--- config.mk ---
export PLATFORM = sky130hd
export DESIGN_NAME = rgb_process
export DESIGN_NICKNAME = d
export VERILOG_FILES = /design/src/rtl/rgb_process.sv
export SDC_FILE = /design/constraint.sdc
export NUM_CORES = 1
export LEC_CHECK = 0
export CELL_PAD_IN_SITES_DETAIL_PLACEMENT = 0
export CELL_PAD_IN_SITES_GLOBAL_PLACEMENT = 2
export CORE_MARGIN = 10
export CORE_UTILIZATION = 32
export DETAILED_ROUTE_END_ITERATION = 6
export PLACE_DENSITY = 0.86
export RECOVER_POWER = 50
export SYNTH_ARGS = -nofsm -noshare
export SYNTH_HDL_FRONTEND = slang
export SYNTH_SLANG_ARGS = --single-unit
--- constraint.sdc ---
create_clock -name CLOCK_50 -period 1.4 [get_ports CLOCK_50]
set_input_delay 0.35 -clock CLOCK_50 [delete_from_list [all_inputs] [get_ports CLOCK_50]]
set_output_delay 0.35 -clock CLOCK_50 [all_outputs]
set_load 0.01 [all_outputs]
--- src/rtl/rgb_process.sv ---
// rgb_process: two-stage pixel pipeline applying mode transform, brightness,
// channel masks and window blanking. Define RGB_PROCESS_BORDER_EN for a white frame border.
module rgb_process #(
  parameter int H_ACTIVE    = 640,
  parameter int V_ACTIVE    = 480,
  parameter int BRIGHT_STEP = 64,
  parameter int THRESH      = 128
) (
  input  logic        CLOCK_50,
  input  logic        RESET_N,
  input  logic        Icontrol1,
  input  logic        Icontrol2,
  input  logic        rIenable,
  input  logic        gIenable,
  input  logic        bIenable,
  input  logic        brightLevel,
  input  logic [7:0]  raw_VGA_R,
  input  logic [7:0]  raw_VGA_G,
  input  logic [7:0]  raw_VGA_B,
  input  logic [12:0] row,
  input  logic [12:0] col,
  output logic [7:0]  o_VGA_R,
  output logic [7:0]  o_VGA_G,
  output logic [7:0]  o_VGA_B
);

  typedef enum logic [1:0] {
    MODE_PASS   = 2'b00,
    MODE_GRAY   = 2'b01,
    MODE_INV    = 2'b10,
    MODE_THRESH = 2'b11
  } mode_t;

  localparam logic [12:0] H_LIM = 13'(H_ACTIVE);
  localparam logic [12:0] V_LIM = 13'(V_ACTIVE);
  localparam logic [8:0]  STEP  = 9'(BRIGHT_STEP);
  localparam logic [7:0]  THR   = 8'(THRESH);

  logic [15:0] luma_sum;
  logic [7:0]  luma;
  logic        in_window;

  logic [7:0]  s1_r, s1_g, s1_b, s1_y;
  mode_t       s1_mode;
  logic [2:0]  s1_mask;
  logic        s1_bright;
  logic        s1_in_window;

  logic [7:0]  mode_r, mode_g, mode_b;
  logic [7:0]  bright_r, bright_g, bright_b;
  logic [7:0]  nxt_r, nxt_g, nxt_b;

  // Weights sum to 256, so the shifted result never exceeds 255.
  assign luma_sum = 16'd77  * {8'd0, raw_VGA_R}
                  + 16'd150 * {8'd0, raw_VGA_G}
                  + 16'd29  * {8'd0, raw_VGA_B};
  assign luma      = 8'(luma_sum >> 8);
  assign in_window = (col < H_LIM) && (row < V_LIM);

`ifdef RGB_PROCESS_BORDER_EN
  logic on_border;
  logic s1_border;

  assign on_border = (row == 13'd0) || (row == V_LIM - 13'd1) ||
                     (col == 13'd0) || (col == H_LIM - 13'd1);

  always_ff @(posedge CLOCK_50 or negedge RESET_N) begin
    if (!RESET_N) s1_border <= 1'b0;
    else          s1_border <= on_border;
  end
`endif

  function automatic logic [7:0] brighten(input logic [7:0] c);
    logic [8:0] sum;
    sum = {1'b0, c} + STEP;
    return sum[8] ? 8'hFF : sum[7:0];
  endfunction

  // Controls are captured alongside the pixel so a change never splits a pixel.
  always_ff @(posedge CLOCK_50 or negedge RESET_N) begin
    if (!RESET_N) begin
      s1_r         <= 8'd0;
      s1_g         <= 8'd0;
      s1_b         <= 8'd0;
      s1_y         <= 8'd0;
      s1_mode      <= MODE_PASS;
      s1_mask      <= 3'b000;
      s1_bright    <= 1'b0;
      s1_in_window <= 1'b0;
    end else begin
      s1_r         <= raw_VGA_R;
      s1_g         <= raw_VGA_G;
      s1_b         <= raw_VGA_B;
      s1_y         <= luma;
      s1_mode      <= mode_t'({Icontrol2, Icontrol1});
      s1_mask      <= {rIenable, gIenable, bIenable};
      s1_bright    <= brightLevel;
      s1_in_window <= in_window;
    end
  end

  always_comb begin
    mode_r = s1_r;
    mode_g = s1_g;
    mode_b = s1_b;
    case (s1_mode)
      MODE_GRAY: begin
        mode_r = s1_y;
        mode_g = s1_y;
        mode_b = s1_y;
      end
      MODE_INV: begin
        mode_r = ~s1_r;
        mode_g = ~s1_g;
        mode_b = ~s1_b;
      end
      MODE_THRESH: begin
        mode_r = (s1_y >= THR) ? 8'hFF : 8'h00;
        mode_g = mode_r;
        mode_b = mode_r;
      end
      default: ;
    endcase

    bright_r = s1_bright ? brighten(mode_r) : mode_r;
    bright_g = s1_bright ? brighten(mode_g) : mode_g;
    bright_b = s1_bright ? brighten(mode_b) : mode_b;

    nxt_r = s1_mask[2] ? 8'h00 : bright_r;
    nxt_g = s1_mask[1] ? 8'h00 : bright_g;
    nxt_b = s1_mask[0] ? 8'h00 : bright_b;

`ifdef RGB_PROCESS_BORDER_EN
    if (s1_border) begin
      nxt_r = 8'hFF;
      nxt_g = 8'hFF;
      nxt_b = 8'hFF;
    end
`endif

    // Blanking comes last so nothing can leak outside the active window.
    if (!s1_in_window) begin
      nxt_r = 8'h00;
      nxt_g = 8'h00;
      nxt_b = 8'h00;
    end
  end

  always_ff @(posedge CLOCK_50 or negedge RESET_N) begin
    if (!RESET_N) begin
      o_VGA_R <= 8'd0;
      o_VGA_G <= 8'd0;
      o_VGA_B <= 8'd0;
    end else begin
      o_VGA_R <= nxt_r;
      o_VGA_G <= nxt_g;
      o_VGA_B <= nxt_b;
    end
  end

endmodule

==> results of run 1 <==
==> cells in the final DEF, fill, tap and decap left out, drive strengths merged, types with 2 or more instances in the layout <==
master and n:
xor2 6, nand4 3, clkinv 2, or2 5
a221oi 2, o21ai 31, nand2b 34, dfrtp 63
a21o 8, o21bai 6, nand3 8, nor3 2
and4 2, clkbuf 13, a31oi 25, ha 84
dlygate4sd2 24, clkdlybuf4s50 34, xnor2 13, dlymetal6s2s 3
buf 114, inv 95, nor2b 2, fa 55
nand2 8, a21oi 31, nor2 26
==> area by class of cell <==
type	instances	area, um2
clock buffer	11	233
clock inverter	4	47.5
fill	1495	8560
inverter	95	359
multi-input combinational	364	4410
sequential	63	1580
tap	225	282
timing repair buffer	177	1650
==> timing repair <==
action                     CTS  global route
pin swaps                   52            69
gates resized for setup    157            81
setup buffers               13             5
hold buffers                 0             0
cloned                       5             0
setup endpoints to repair   50            31
==> Yosys cell counts, types with 6 or more instances <==
cell,instances
a21o_1,8
a21oi_1,30
a31oi_1,25
clkbuf_1,10
dfrtp_1,63
fa_1,55
ha_1,84
inv_1,95
nand2_1,8
nand2b_1,34
nand3_1,8
nor2_1,26
o21ai_0,24
o21bai_1,6
xnor2_1,13
xor2_1,6
==> worst max-delay path: stages <==
cell and delay, ns:
buf_12 0.11, ha_4 0.24, ha_4 0.25, inv_2 0.03, fa_1 0.44, fa_1 0.51, inv_2 0.05, ha_4 0.28
xor2_2 0.14, fa_1 0.44, fa_1 0.50, inv_2 0.04, fa_1 0.46, fa_1 0.51, inv_2 0.05, ha_4 0.28
nor2_4 0.04, a21oi_4 0.15, o2111ai_4 0.15, a21boi_2 0.25, buf_6 0.15, a31oi_4 0.08, xnor2_1 0.13
==> kinds of logic after synthesis <==
kind of cell,Yosys count
XOR/XNOR,19
adder cells (fa/ha/maj),139
AND/OR/NAND/NOR,95
multiplexers,1
flip-flops,63
buffers and inverters,114
AO/OA/AOI/OAI,110
==> stage by stage <==
| stage | cells | area, um2 | power (mW) | utilization | worst slack [ns] |
|---|---|---|---|---|---|
| global placement | 907 | 7250 | 15.4 | 0.424 | -4.82 |
| floorplan | 541 | 5650 | 11.3 | - | -4.10 |
| global route | 939 | 8560 | 25.4 | 0.500 | -4.16 |
| CTS | 940 | 8130 | 19.5 | 0.475 | -4.16 |
| detailed placement | 907 | 7250 | 15.8 | 0.424 | -4.92 |
| finish | 939 | 8560 | 23.3 | 0.500 | -4.03 |
==> per-layer routing <==
| metal | share of wire | GRT usage | up-vias |
|---|---|---|---|
| met2 | 0.51 | 0.213 | 81 |
| met1 | 0.42 | 0.149 | 2071 |
| met5 | 0 | 0 | - |
| met4 | 0.019 | 0.0319 | 0 |
| li1 | - | - | 2123 |
| met3 | 0.053 | 0.0261 | 20 |
==> sequential cells by signal (all words and copies together), names as in the netlist, 2 cells and up <==
register,flops
s1_g,8
s1_b,8
o_VGA_G,8
s1_mask,3
s1_y,8
o_VGA_B,8
o_VGA_R,8
s1_mode,2
s1_r,8
==> worst paths after layout <==
| kind | endpoint | slack (ns) | cells past startpoint |
|---|---|---|---|
| setup / recovery | s1_y[6] | -4.03 | 23 |
| hold / removal | o_VGA_B[2] | 0.23 | 2 |
| setup reg to reg | o_VGA_R[0] | -0.12 | 7 |
| hold reg to reg | o_VGA_B[6] | 0.62 | 3 |
| max in group asynchronous | s1_mode[0] | 0.62 | 2 |
| min in group CLOCK_50 | s1_g[6] | 0.28 | 2 |
==> power by group through the flow <==
stage	Combinational, mW	Sequential [mW]	Clock (mW)
final	19.0	2.24	2.03
after floorplan	9.03	2.23	0
after CTS	15.2	2.23	2.07
after global placement	13.2	2.25	0
after detailed placement	13.5	2.25	0
after global routing	21.0	2.26	2.15
==> flow_summary_export.csv, run 1 <==
group,metric,value,unit
cts,htreeDepth,3,
setup_path,cp.arrival,5.63,ns
logic_synthesis,synth_edf_count,0,
hold_path,hp-class,"in -> async",
logic_synthesis,synth-seq-cells,63,
setup_path,startpoint,"raw_VGA_G[4]",
sta,max_slew_margin,0.484,
die,core_area,17100,um2
power_and_ir_drop,peakVddDrop,2560,uV
drt,postRouteAntennaNets,0,
logic_synthesis,yosys.area_share.simple,0.0914,
sta,fin_tns_setup,-31.58,ns
logic_synthesis,synth_top_family_by_area,"adder cells",
drt,drc,0,
sta,finalClockSkew,0.00568,ns
sta,final_hold_viol_count,0,
drt,routed-via-count,4295,
logic_synthesis,synthMuxAreaShare,0.00181,
global_route,antenna_found_initial,0,
power_and_ir_drop,comb_power_share,0.816,
setup_path,cp-start-kind,"input pin",
power_and_ir_drop,p_seq_frac,0.096,
die,ios,82,
cts,root_buffer,"clkbuf_16",
sta,fin_crit,5.43,ns
drt,routedWlPerCell,15.0,um
outcome,violations,"negative setup slack",
sta,fin_ws,-4.03,ns
sta,holdWs,0.232,ns
sta,finalCritPeriodShare,3.88,
logic_synthesis,synth_compound_area_frac,0.125,
logic_synthesis,syn_area_per_cell,10.3,um2
sta,tightest_slew,0.774,ns
die,row_count,48,
finish,fin_nets,907,
cts,numCtsBuffers,9,
global_route,grt-ovfl-total,0,
logic_synthesis,synth_cell_types,42,
placed_design,globalplace.congestion,0.876,
cts,clock_latency,0.32,ns
power_and_ir_drop,power.share.switching,0.427,
power_and_ir_drop,p_leak,4.11,nW
logic_synthesis,synth_area_leader_cell,"dfrtp_1",
cts,cts_tree,"yes",
sta,setup_viol,26,
power_and_ir_drop,switchingPower,9.94,mW
power_and_ir_drop,power_frac_clock,0.087,
setup_path,crit_type,"in -> reg",
die,die_x,152,um
logic_synthesis,synthFlopType,"dfrtp_1",
logic_synthesis,synth_fp_nets,738,
placed_design,hpwl,10900,um
setup_path,worstPathRequired,1.60,ns
logic_synthesis,ys_warn_count,0,
die,die_area,23000,um2
setup_path,cp_max_fo,4,
setup_path,r2r-start,"s1_mode[0]",
cts,clockBufferDepth,2,
finish,area_growth,54.4,%
outcome,status,"finished with violations",
die,start_util,0.324,
setup_path,end_kind,"flip-flop",
drt,drt_wl_total,14100,um
drt,routed_via_density,4.57,
logic_synthesis,synth-adder-area-share,0.388,
job,cap_viol_max_count,0,
cts,clk_pin_slew,0.05,ns
sta,rsz0062_at_grt,"yes",
global_route,grt_use_total,0.122,
cts,cts.sinks,63,
logic_synthesis,synth_top_cell_area_share,0.284,
finish,drive_above_1_share,0.371,
logic_synthesis,async_flop_share,1.00,
global_route,grt_max_degree,64,
global_route,grt_pass1_vias,4622,
drt,dr.pass1.iters,4,
global_route,grt_pass1_wl,22700,um
placed_design,port-buffer-count,69,
power_and_ir_drop,pwr_density_cell,2720,nW/um2
drt,drtIter0Drc,79,
logic_synthesis,syn_inst,541,
sta,slew_violations,0,
finish,diodes,0,
die,die_h,152,um
logic_synthesis,synth_xor_area_frac,0.0300,
logic_synthesis,synthesis.area,5550,um2
logic_synthesis,synth_seq_area_share,0.284,
sta,max_freq,0.184,GHz
logic_synthesis,synth_area_leaders,"dfrtp_1 (28%), fa_1 (20%), ha_1 (19%)",
power_and_ir_drop,p_int,13.3,mW
Note: power is estimated with default switching activity, not from simulation.
==> run 2, diff against run 1 <==
- CORE_MARGIN: 10 -> not set
==> run 2 against run 1 <==
Net effect:
- the run still ends with negative setup slack left
- combinational power down 12%
- largest cell class unchanged
- count of clock-buffer cells in the layout increased by 1
- design area decreased by 1.4%
- critical path type unchanged
- worst setup slack improved by 0.022 ns
==> flow_summary_export.csv, run 2 (synthesis gave the netlist of run 1 again) <==
group,metric,value,unit
finish,mostFrequentLayoutCells,"inv_1 (88), buf_4 (82), ha_1 (66), dfrtp_1 (62), fa_1 (54)",
sta,max_freq,0.185,GHz
setup_path,slowest_stage,"fa_1",
cts,cts_tree,"yes",
sta,fin_tns_setup,-31.95,ns
die,core_area,16800,um2
global_route,grt_use_total,0.162,
sta,finalCritPeriodShare,3.87,
drt,routed_via_density,4.63,
global_route,grt-ovfl-total,0,
setup_path,critPathTopFamily,"adder cells",
setup_path,max_stage_delay,0.52,ns
finish,layoutNonFillerInstCount,928,
power_and_ir_drop,p_leak,4.13,nW
sta,setup_viol,26,
placed_design,place_inst,900,
power_and_ir_drop,peakVddDrop,2420,uV
die,start_util,0.331,
finish,area_growth,52.3,%
setup_path,cp.arrival,5.63,ns
global_route,grt_max_degree,64,
power_and_ir_drop,pwr_density_cell,2460,nW/um2
die,die_h,134,um
setup_path,worstPathRequired,1.62,ns
sta,holdWs,0.220,ns
cts,clockBufferDepth,2,
drt,drc,0,
finish,stdcell_area,8440,um2
setup_path,path_buf_inv,7,
setup_path,cp-start-kind,"input pin",
sta,max_slew_margin,0.475,
global_route,antenna_found_initial,0,
global_route,grt_pass1_vias,4724,
setup_path,crit_cells,24,
hold_path,hp-class,"in -> async",
sta,tightest_slew,0.788,ns
drt,drtIter0Drc,137,
sta,final_hold_viol_count,0,
power_and_ir_drop,total_power,20.8,mW
sta,finalClockSkew,0.00801,ns
drt,postRouteAntennaNets,0,
outcome,violations,"negative setup slack",
drt,routed-via-count,4293,
cts,htreeDepth,3,
placed_design,globalplace.congestion,0.802,
drt,dr.pass1.iters,4,
cts,cts_hold_buf,0,
global_route,grt_pass1_wl,22700,um
sta,fin_ws,-4.01,ns
finish,layout_commonest_cell,"inv_1",
finish,fin_nets,902,
setup_path,worst_path_most_repeated_cell,"fa_1",
setup_path,r2r_cells,7,
setup_path,crit_chain,"buf_8 > ha_4 > ha_4 > inv_2 > fa_1 > fa_1 > inv_2 > ha_4 > xor2_2 > fa_1 > fa_1 > inv_2 > fa_1 > fa_1 > inv_2 > ha_4 > nor2_2 > a21oi_2 > o2111ai_2 > a21boi_2 > buf_4 > buf_6 > nor2_2 > xnor2_1",
setup_path,end_kind,"flip-flop",
cts,numCtsBuffers,9,
placed_design,postPlaceCellArea,7230,um2
placed_design,port-buffer-count,69,
sta,rsz0062_at_grt,"yes",
die,ios,82,
die,die_x,134,um
finish,diodes,0,
sta,slew_violations,0,
finish,fillers,1478,
setup_path,crit_type,"in -> reg",
finish,drive_above_1_share,0.370,
setup_path,rrSetupSlack,-0.15,ns
cts,root_buffer,"clkbuf_16",
job,cap_viol_max_count,0,
drt,drt_wl_total,13500,um
cts,clk_pin_slew,0.05,ns
placed_design,pre_cts_ws,-4.97,ns
placed_design,hpwl,10500,um
drt,routedWlPerCell,14.5,um
die,row_count,47,
setup_path,cp_max_fo,3,
die,die_area,17900,um2
sta,fin_crit,5.41,ns
cts,clock_latency,0.33,ns
cts,cts.sinks,63,
finish,finish.utilization,0.504,
outcome,status,"finished with violations",
==> run 2: final timing paths <==
path | to | start
worst max-delay path | s1_y[4] | raw_VGA_G[6]
worst min-delay path | o_VGA_B[0] | RESET_N
worst max register to register | o_VGA_G[2] | s1_mode[0]
worst min register to register | o_VGA_G[6] | s1_bright
max in group asynchronous | s1_mode[0] | RESET_N
min in group CLOCK_50 | s1_g[4] | raw_VGA_G[4]
==> run 2: layout make-up <==
class	count	area (um2)	area share
multi-input cells	364	4380	0.518
repair buffers	172	1610	0.191
flip-flops and latches	63	1580	0.187
inverters	95	359	0.0425
well taps	220	275	0.0326
clock buffers	12	236	0.0280
clock inverters	2	10.0	0.00119
==> run 2: report_power, final <==
group / internal [mW] / total, mW / leakage (nW) / switching (mW)
combinational: 8.83 / 16.7 / 3.22 / 7.87
sequential: 2.17 / 2.26 / 0.792 / 0.0884
clock: 1.16 / 1.83 / 0.122 / 0.664
==> run 2: routing by layer <==
| layer | GRT usage | wire [um] | vias up | part of all wire |
|---|---|---|---|---|
| met5 | 0 | 0 | - | 0 |
| met2 | 0.308 | 7370 | 75 | 0.55 |
| li1 | - | - | 2108 | - |
| met4 | 0.0562 | 271 | 0 | 0.020 |
| met3 | 0.0240 | 401 | 19 | 0.030 |
| met1 | 0.182 | 5460 | 2091 | 0.40 |
==> run 2: repair_timing <==
| action | 4_1_cts | 5_1_grt |
|---|---|---|
| resized for setup | 161 | 60 |
| buffers inserted | 9 | 4 |
| pin swaps | 65 | 48 |
| cloned | 5 | 1 |
| endpoints found under the setup margin | 50 | 29 |
